===== src/rtl/bus_master_mux.sv =====
// Shared-bus front end: grants the lowest-index requesting master, locks
// ownership until that master's transaction ends, forwards its fields to the
// slave and returns ack / read data (or a watchdog error) to the owner only.
module bus_master_mux #(
    parameter int unsigned masters       = 2,
    parameter int unsigned addressWidth  = 32,
    parameter int unsigned dataWidth     = 32,
    parameter int unsigned timeoutCycles = 256
) (
    input  logic                              clk,
    input  logic                              reset,
    input  logic [masters-1:0]                masterRequest,
    input  logic [masters-1:0]                masterWrite,
    input  logic [masters*addressWidth-1:0]   masterAddress,
    input  logic [masters*dataWidth-1:0]      masterWriteData,
    output logic [masters-1:0]                masterAck,
    output logic [masters-1:0]                masterError,
    output logic [dataWidth-1:0]              masterReadData,
    output logic                              slaveRequest,
    output logic                              slaveWrite,
    output logic [addressWidth-1:0]           slaveAddress,
    output logic [dataWidth-1:0]              slaveWriteData,
    input  logic                              slaveAck,
    input  logic [dataWidth-1:0]              slaveReadData
);

    localparam int unsigned TIMER_W = $clog2(timeoutCycles);
    localparam logic [TIMER_W-1:0] TIMER_LAST = TIMER_W'(timeoutCycles - 1);

    logic                 busy;
    logic                 busy_next;
    logic [masters-1:0]   owner;
    logic [masters-1:0]   owner_next;
    logic [TIMER_W-1:0]   timer;
    logic [TIMER_W-1:0]   timer_next;

    logic [masters-1:0]   lowest_request;
    logic                 owner_requesting;
    logic                 ack_hit;
    logic                 timeout_hit;

    // Lowest set request bit (two's-complement isolate)
    assign lowest_request   = masterRequest & (~masterRequest + masters'(1));
    // Owner still holding its request; dropping it aborts the transaction
    assign owner_requesting = |(masterRequest & owner);
    // Slave ack wins over a coinciding timeout
    assign ack_hit          = busy & owner_requesting & slaveAck;
    assign timeout_hit      = busy & owner_requesting & ~slaveAck & (timer == TIMER_LAST);

    // State register
    always_ff @(posedge clk or posedge reset) begin
        if (reset) begin
            busy  <= 1'b0;
            owner <= '0;
            timer <= '0;
        end else begin
            busy  <= busy_next;
            owner <= owner_next;
            timer <= timer_next;
        end
    end

    // Next state: grant from IDLE, release on ack / timeout / abort
    always_comb begin
        busy_next  = busy;
        owner_next = owner;
        timer_next = timer;
        if (!busy) begin
            if (|masterRequest) begin
                busy_next  = 1'b1;
                owner_next = lowest_request;
                timer_next = '0;
            end
        end else if (ack_hit || timeout_hit || !owner_requesting) begin
            busy_next  = 1'b0;
            owner_next = '0;
            timer_next = '0;
        end else begin
            timer_next = timer + TIMER_W'(1);
        end
    end

    // Outputs: owner mux toward the slave, one-hot strobes back to the owner
    always_comb begin
        slaveRequest   = busy & owner_requesting;
        slaveWrite     = 1'b0;
        slaveAddress   = '0;
        slaveWriteData = '0;
        masterAck      = '0;
        masterError    = '0;
        masterReadData = '0;
        if (busy) begin
            for (int unsigned i = 0; i < masters; i++) begin
                if (owner[i]) begin
                    slaveWrite     = masterWrite[i];
                    slaveAddress   = masterAddress[i*addressWidth +: addressWidth];
                    slaveWriteData = masterWriteData[i*dataWidth +: dataWidth];
                end
            end
        end
        if (ack_hit || timeout_hit) begin
            masterAck = owner;
        end
        if (timeout_hit) begin
            masterError = owner;
        end
        if (ack_hit) begin
            masterReadData = slaveReadData;
        end
    end

endmodule


===== config.mk =====
export PLATFORM = sky130hd
export DESIGN_NAME = bus_master_mux
export DESIGN_NICKNAME = d
export VERILOG_FILES = /design/src/rtl/bus_master_mux.sv
export SDC_FILE = /design/constraint.sdc
export NUM_CORES = 1
export LEC_CHECK = 0
export ABC_AREA = 1
export CORE_AREA = 5 5 102 104
export CTS_CLUSTER_DIAMETER = 80
export DETAILED_ROUTE_END_ITERATION = 10
export DIE_AREA = 0 0 107 109
export PLACE_DENSITY_LB_ADDON = 0.1
export SLEW_MARGIN = 20
export SYNTH_ARGS = -nofsm -noshare
export SYNTH_HDL_FRONTEND = slang
export SYNTH_SLANG_ARGS = --single-unit

===== constraint.sdc =====
create_clock -name clk -period 1.8 [get_ports clk]
set_clock_uncertainty 0.15 [all_clocks]
set_input_delay 0.36 -clock clk [delete_from_list [all_inputs] [get_ports clk]]
set_output_delay 0.36 -clock clk [all_outputs]
set_load 0.01 [all_outputs]

# --- Word-level counts from Yosys, hierarchy flattened ---
# Cells that the tools add are included.
# Widths: inputs -> output; s select.
classes:
  addsub: 2
  reduce_logical: 7
  muxes: 21
  bitwise_logic: 8
  eq_ne: 2
op_table:
  columns: ["cell", "count"]
  rows:
  - ["$mux 32", 7]
  - ["$mux 8", 3]
  - ["$mux 2", 5]
  - ["$add 8x1->8 const B", 1]
  - ["$eq 8x8->1 const B", 1]
  - ["$mux 1", 6]
  - ["$and 1x1->1", 4]
  - ["$and 2x2->2", 2]
  - ["$reduce_or 2->1", 2]
  - ["$add 2x1->2 const B", 1]
  - ["$logic_or 1x1->1", 2]
  - ["$ne 2x1->1 const B", 1]
  - ["$not 2->2", 1]
  - ["$reduce_and 2->1", 1]
  - ["$reduce_bool 2->1", 1]
  - ["$logic_not 1->1", 1]
  - ["$not 1->1", 1]
totals:
  input_bits: 167
  regBits: 11
  out_inout_bits: 102
  wordCells: 43

# --- Depth between registers and ports, before layout ---
# Gate-level depths: netlist of run 1.
depth:
  word_depth: 9
  depth_mapped: 9
  mapped_depth_nobuf: 8

# --- Least setup slack after synthesis of run 1 ---
# No wires, ideal clock.
synth_path:
  path_kind: "register -> output"
  from: "register timer[0]"
  to: "output masterError[0]"
  setup_slack_ns: 0.078
  t_required_ns: 1.290
  n_path_buf: 0
  t_arrival_ns: 1.212
  stages_incl_launch_ff: 6
  path_cell_list: "dfrtp_1 -> ha_1 -> nand2_1 -> nor2_4 -> nand2_2 -> nor4_1"
synth_between:
  elab_chain_cells: 3
synth_rtl:
  columns: ["item", "line", "text"]
  rows:
  - ["from (decl)", "34", "logic [TIMER_W-1:0] timer;"]
  - ["from (signal assigned)", "59", "timer <= timer_next;"]
  - ["$eq 8x8->1", "48", "assign timeout_hit = busy & owner_requesting & ~slaveAck & (timer == TIMER_LAST);"]
  - ["$and 1x1->1", "48", null]
  - ["$mux 2", "104", "if (timeout_hit) begin"]
  - ["to (decl)", "17", "output logic [masters-1:0] masterError,"]
# No other way between the ends.

# --- Final worst setup path of run 1 ---
layout_path:
  from: "register owner[1]"
  to: "output masterReadData[15]"
layout_between:
  elab_chain_cells: 5
layout_rtl:
  columns: ["item", "line", "text"]
  rows:
  - ["from (decl)", "32", "logic [masters-1:0] owner;"]
  - ["from (signal assigned)", "58", "owner <= owner_next;"]
  - ["$and 2x2->2", "45", "assign owner_requesting = |(masterRequest & owner);"]
  - ["$reduce_or 2->1", "45", null]
  - ["$and 1x1->1 (2 in series)", "47", "assign ack_hit = busy & owner_requesting & slaveAck;"]
  - ["$mux 32", "107", "if (ack_hit) begin"]
  - ["to (decl)", "18", "output logic [dataWidth-1:0] masterReadData,"]
# No other way between the ends.

==> flow_metrics.py, run 1 <==
metrics = {
    "floorplan": {
        "initial_utilization_pct": 20.2,
        "io_pins": 269,
        "die_area_um2": 11700,
        "coreArea_um2": 9460,
        "fp.dieH_um": 109,
        "rows": 36,
        "dieWidth_um": 107,
    },
    "global_route": {
        "grt_use_total_pct": 19.4,
        "antenna_found_initial": 0,
        "gr-total-overflow": 0,
        "grt_pass1_vias": 3370,
        "grt_max_degree": 34,
        "grt_pass1_wl_mm": 18.1,
    },
    "drt": {
        "wirelength_mm": 13.4,
        "first_pass_iters": 4,
        "vias": 3557,
        "vias_per_cell": 4.49,
        "drc": 0,
        "ant_nets": 0,
        "wl_per_cell_um": 16.9,
        "drt_iter0_drc": 148,
    },
    "worst_setup_path": {
        "worstSetupPathDepth": 10,
        "startpoint_type": "register",
        "cp.arrival_ps": 1570,
        "end_kind": "primary output",
        "path_delay_family": "buffers and inverters",
        "path_class": "reg -> out",
        "slowest_delay_ps": 420,
        "critPathRequiredTime_ps": 1290,
        "r2r_cells": 11,
        "slowest_stage": "dfrtp_2",
        "cpMostUsedCell": "nand2_4",
        "path_cells": "buf_6, nand2_4, nand2_4, nand2_4, inv_4, buf_8, nand2_8, buf_12, nor2_4, buf_6",
        "crit_buf_inv": 5,
        "critPathMaxFanout": 5,
    },
    "power": {
        "power_density_nw_per_um2": 453,
        "p_leak_nw": 2.69,
        "p_int_mw": 1.43,
        "p_switching_mw": 1.14,
        "power_frac_seq_pct": 10.9,
        "combPwrFrac_pct": 79.7,
        "p_sw_share_pct": 44.3,
        "power.share.clock_pct": 9.5,
        "peakVddDrop_mv": 0.376,
    },
    "synth": {
        "yosysWarnings": 0,
        "synth_top_cells_by_area": "nand2_1, a21oi_1, dfrtp_1, inv_1, nor2_1",
        "ys_ff_latch": 11,
        "netlist_top_cells_count": "nand2_1, a21oi_1, inv_1, nor2_1, dfrtp_1",
        "synth-edff-count": 0,
        "synth-main-ff-cell": "dfrtp_1",
        "synth_top_area_share_pct": 32.2,
        "synth_most_common_cell": "nand2_1",
        "synth_fa_ha_area_share_pct": 0.654,
        "async_flop_share_pct": 100,
        "yosysTopAreaCell": "nand2_1",
        "synth_top_family_by_area": "simple AND/OR/NAND/NOR gates",
        "synth_compound_area_share_pct": 19.2,
        "synthesis.area_um2": 1910,
        "synth_fp_nets": 546,
        "yosysUniqueCellTypes": 24,
        "synth-simple-area-share_pct": 45.4,
        "synth-xor-area-share_pct": 1.37,
        "synthMuxAreaShare_pct": 0,
        "ys_seq_area_share_pct": 14.4,
        "syn_inst": 378,
        "syn_avg_cell_area_um2": 5.06,
    },
    "sta": {
        "setup_viol": 102,
        "drv_slew": 0,
        "worstMarginPinSlew_ps": 432,
        "fin_crit_sh_pct": 116,
        "fin_ws_ps": -281,
        "slew-limit-headroom_pct": 71.2,
        "min_period_ps": 2080,
        "max_clock_freq_ghz": 0.480,
        "setup_tns_ps": -19940,
        "hold_viol_final": 0,
        "rsz0062_at_grt": "true",
    },
    "placed_design": {
        "place_hpwl_mm": 9.79,
        "gp_congestion": 0.873,
        "io_buffers": 268,
        "place_area_um2": 4840,
    },
    "finish": {
        "regArea_um2": 277,
        "multi_input_area_um2": 2090,
        "final_util_pct": 59.9,
        "area_delta_synth_final_pct": 196,
        "final_cell_area_um2": 5670,
        "drive_gt1_share_pct": 45.7,
        "fin_nets": 848,
        "antenna_cells": 0,
        "nFillCells": 902,
    },
    "clock_tree": {
        "clk_path_buf_depth": 2,
        "path_clk_slew_ps": 50,
        "root_buffer": "clkbuf_8",
        "insertion_delay_ps": 230,
        "cts_hold_buf": 0,
        "cts_tree": "built",
        "clock_sinks": 11,
        "htree_levels": 1,
        "numCtsBuffers": 3,
    },
    "job": {
        "drv_cap": 0,
    },
    "outcome": {
        "violations": "negative setup slack",
        "status": "finished with violations",
    },
    "worst_hold_path": {
        "hp-class": "in -> async",
    },
}
## power by group through the flow
stage,Sequential [mW],Combinational [mW],Clock [mW]
floorplan,0.275,0.632,0
global placement,0.281,1.56,0
detailed placement,0.280,1.57,0
CTS,0.277,1.55,0.250
global route,0.281,2.18,0.260
finish,0.279,2.04,0.243
## cells by family (layout without fill, tap and decap cells)
| family | count (synthesis) | after routing |
|---|---|---|
| adder cells (fa/ha/maj) | 1 | 1 |
| flip-flops | 11 | 11 |
| AO/OA/AOI/OAI | 73 | 73 |
| XOR/XNOR | 3 | 3 |
| AND/OR/NAND/NOR | 217 | 220 |
| buffers and inverters | 73 | 371 |
## through the flow
| stage | hold slack (ps) | power, mW | std cells | setup WS [ps] |
|---|---|---|---|---|
| after floorplan | 62.4 | 0.907 | 378 | 78.3 |
| after global placement | 401 | 1.84 | 765 | -718 |
| after detailed placement | 417 | 1.85 | 765 | -762 |
| after CTS | 283 | 2.07 | 781 | -534 |
| after global routing | 308 | 2.73 | 793 | -346 |
| final | 271 | 2.57 | 793 | -281 |
## timing repair
action	4_1_cts	5_1_grt
hold endpoints to repair	0	0
gates resized for setup	336	317
pin swaps	8	43
setup endpoints to repair	102	102
setup buffers	10	8
gates cloned	3	5
## cell usage in the layout (no fill, tap or decap), drive strengths merged
cell type and n:
a21oi 66, buf 146, clkbuf 11, clkdlybuf4s15 1, clkdlybuf4s50 163, dfrtp 11, dlygate4sd2 3, ha 1
inv 47, nand2 171, nand3 5, nand4 2, nor2 40, nor4 2, o21ai 6, o22ai 1
xnor2 1, xor2 2
## flip-flops by register name, summed over array words and instances (netlist names)
signal	count
timer	8
owner	2
busy	1
## cell type report
type	count	share of cell area, %
inverters	47	3.16
multi-input cells	297	36.9
clock buffers	4	0.795
well taps	114	2.52
repair buffers	320	51.7
flip-flops and latches	11	4.88
## final timing paths
check                           slack, ps                 start                   end
worst max-delay path                 -280  owner[1]$_DFFE_PP0P_    masterReadData[15]
worst min-delay path                  270                 reset  timer[0]$_DFFE_PP0P_
worst max register to register        210  owner[1]$_DFFE_PP0P_  owner[0]$_DFFE_PP0P_
worst min register to register        430  timer[0]$_DFFE_PP0P_  timer[0]$_DFFE_PP0P_
max in group asynchronous             900                 reset  owner[1]$_DFFE_PP0P_
min in group clk                      430  timer[0]$_DFFE_PP0P_  timer[0]$_DFFE_PP0P_
## worst register-to-register path: stages, from the launching register on
cell and delay (ps):
dfrtp_2 440, buf_6 140, nand2_4 50, nand2_4 60
nand2_4 70, inv_4 50, buf_4 130, buf_6 110
nand3_4 110, nand2_2 70, nand2_1 60, nand2_1 50
## routing by layer
metal | share of wire, % | wire [um] | vias to the layer above | global-route usage [%]
li1 | - | - | 1763 | -
met1 | 37 | 4920 | 1624 | 22.2
met2 | 54 | 7240 | 150 | 35.9
met3 | 6.9 | 923 | 20 | 5.03
met4 | 2.4 | 315 | 0 | 5.21
met5 | 0 | 0 | - | 0
Note: power is estimated with default switching activity, not from simulation.
==> run 2: changes to the inputs <==
==> constraint.sdc (replaced) <==
create_clock -name clk -period 1.8 [get_ports clk]
set_clock_uncertainty 0.15 [all_clocks]
set_input_delay 0.18 -clock clk [delete_from_list [all_inputs] [get_ports clk]]
set_output_delay 0.18 -clock clk [all_outputs]
set_load 0.01 [all_outputs]
==> flow_metrics.py, run 2 (synthesis results as in run 1) <==
metrics = {
    "placed_design": {
        "dp_worst_setup_slack_ps": -413,
        "dp.cells": 762,
        "gp_congestion": 0.860,
        "io_buffers": 268,
        "place_area_um2": 4830,
        "place_hpwl_mm": 9.67,
    },
    "sta": {
        "hold_viol_final": 0,
        "fin_crit_sh_pct": 106,
        "setup_viol": 54,
        "drv_slew": 0,
        "slew-limit-headroom_pct": 70.3,
        "min_period_ps": 1900,
        "rsz0062_at_grt": "true",
        "fin_ws_ps": -100,
        "setup_tns_ps": -2550,
        "max_clock_freq_ghz": 0.526,
        "whs_ps": 91.8,
        "worstMarginPinSlew_ps": 445,
    },
    "worst_setup_path": {
        "cp.arrival_ps": 1570,
        "end_kind": "primary output",
        "startpoint_type": "register",
        "critPathRequiredTime_ps": 1470,
        "crit_buf_inv": 5,
        "path_cells": "buf_4, nand2_2, nand2_2, nand2_4, inv_8, buf_6, buf_12, nand2_8, nor2_2, buf_2",
        "slowest_delay_ps": 400,
        "path_delay_family": "buffers and inverters",
        "slowest_stage": "dfrtp_1",
        "cpMostUsedCell": "nand2_2",
        "critPathMaxFanout": 8,
        "path_class": "reg -> out",
    },
    "clock_tree": {
        "insertion_delay_ps": 240,
        "cts_tree": "built",
        "htree_levels": 1,
        "root_buffer": "clkbuf_8",
        "cts_hold_buf": 0,
        "clock_sinks": 11,
        "path_clk_slew_ps": 50,
        "clk_path_buf_depth": 2,
        "numCtsBuffers": 3,
    },
    "finish": {
        "regArea_um2": 277,
        "fin_nets": 836,
        "antenna_cells": 0,
        "area_delta_synth_final_pct": 154,
        "final_cell_area_um2": 4860,
        "largestRegisters": "timer: 8 flops, owner: 2 flops, busy: 1 flops",
        "regMostFlops": "timer",
        "largest_reg_flops": 8,
        "multi_input_area_um2": 1560,
        "drive_gt1_share_pct": 31.8,
        "final_cell_mix": "clkdlybuf4s50_1, nand2_1, buf_2",
        "final_util_pct": 51.4,
        "nFillCells": 991,
        "mostFrequentLayoutCell": "clkdlybuf4s50_1",
        "layoutNonFillerInstCount": 781,
    },
    "floorplan": {
        "initial_utilization_pct": 20.2,
        "fp.dieH_um": 109,
        "dieWidth_um": 107,
        "io_pins": 269,
        "die_area_um2": 11700,
        "coreArea_um2": 9460,
        "rows": 36,
    },
    "job": {
        "drv_cap": 0,
    },
    "drt": {
        "wirelength_mm": 12.5,
        "drc": 0,
        "vias": 3415,
        "ant_nets": 0,
        "wl_per_cell_um": 16.0,
        "drt_iter0_drc": 160,
        "vias_per_cell": 4.37,
        "first_pass_iters": 4,
    },
    "global_route": {
        "grt_use_total_pct": 19.6,
        "antenna_found_initial": 0,
        "gr-total-overflow": 0,
        "grt_pass1_vias": 3380,
        "grt_pass1_wl_mm": 18.1,
        "grt_max_degree": 36,
    },
    "power": {
        "p_leak_nw": 2.32,
        "peakVddDrop_mv": 0.410,
        "power_mw": 2.12,
        "power_density_nw_per_um2": 436,
    },
    "outcome": {
        "violations": "negative setup slack",
        "status": "finished with violations",
    },
    "worst_hold_path": {
        "hp-class": "in -> async",
    },
}
run 2: cell count changes in the layout (fill, tap and decap cells not counted), moves of 13 or more:
cell	change
nand2_1	+51
nand2_4	-37
a21oi_1	+32
a21oi_2	-32
buf_6	-22
buf_2	+20
nor2_4	-15
nand2_2	-13
run 2: final timing paths:
kind / startpoint / endpoint / slack [ps] / cells past startpoint
setup / recovery: owner[0]$_DFFE_PP0P_ / masterReadData[7] / -100 / 10
hold / removal: reset / timer[1]$_DFFE_PP0P_ / 90 / 2
setup reg to reg: timer[1]$_DFFE_PP0P_ / owner[1]$_DFFE_PP0P_ / 200 / 9
hold reg to reg: timer[3]$_DFFE_PP0P_ / timer[3]$_DFFE_PP0P_ / 440 / 2
max in group asynchronous: reset / owner[1]$_DFFE_PP0P_ / 1070 / 2
min in group clk: timer[3]$_DFFE_PP0P_ / timer[3]$_DFFE_PP0P_ / 440 / 2
run 2: metal layers:
layer	GRT usage (%)	routed length, um	up-vias
met3	4.32	912	22
met5	0	0	-
met1	22.5	4800	1497
met4	6.39	286	0
li1	-	-	1740
met2	36.0	6470	156
run 2: what timing repair did:
action,in CTS,in global routing
buffers inserted,10,1
endpoints found under the hold margin,0,0
endpoints found under the setup margin,102,94
cloned,4,0
gates resized for setup,420,75
pin swaps,14,11
run 2: area by class of cell:
type                            instances  area share (%)
Clock buffer                            4           0.926
Sequential cell                        11            5.69
Inverter                               47            3.78
Multi-Input combinational cell        297            32.1
Tap cell                              114            2.93
Timing Repair Buffer                  308            54.6
run 2: worst register-to-register path: stages (launching register included):
cell	delay [ps]
dfrtp_1	360
ha_2	190
nand2_2	60
nor2_4	150
nand2_4	100
buf_4	160
nand3_4	140
nand2_2	70
nand2_1	60
nand2_1	50
run 2: power breakdown:
group | leakage [nW] | internal, mW | switching [mW]
clock network | 0.0228 | 0.155 | 0.0919
registers | 0.148 | 0.262 | 0.0169
logic | 2.15 | 0.802 | 0.791
total | 2.32 | 1.22 | 0.900
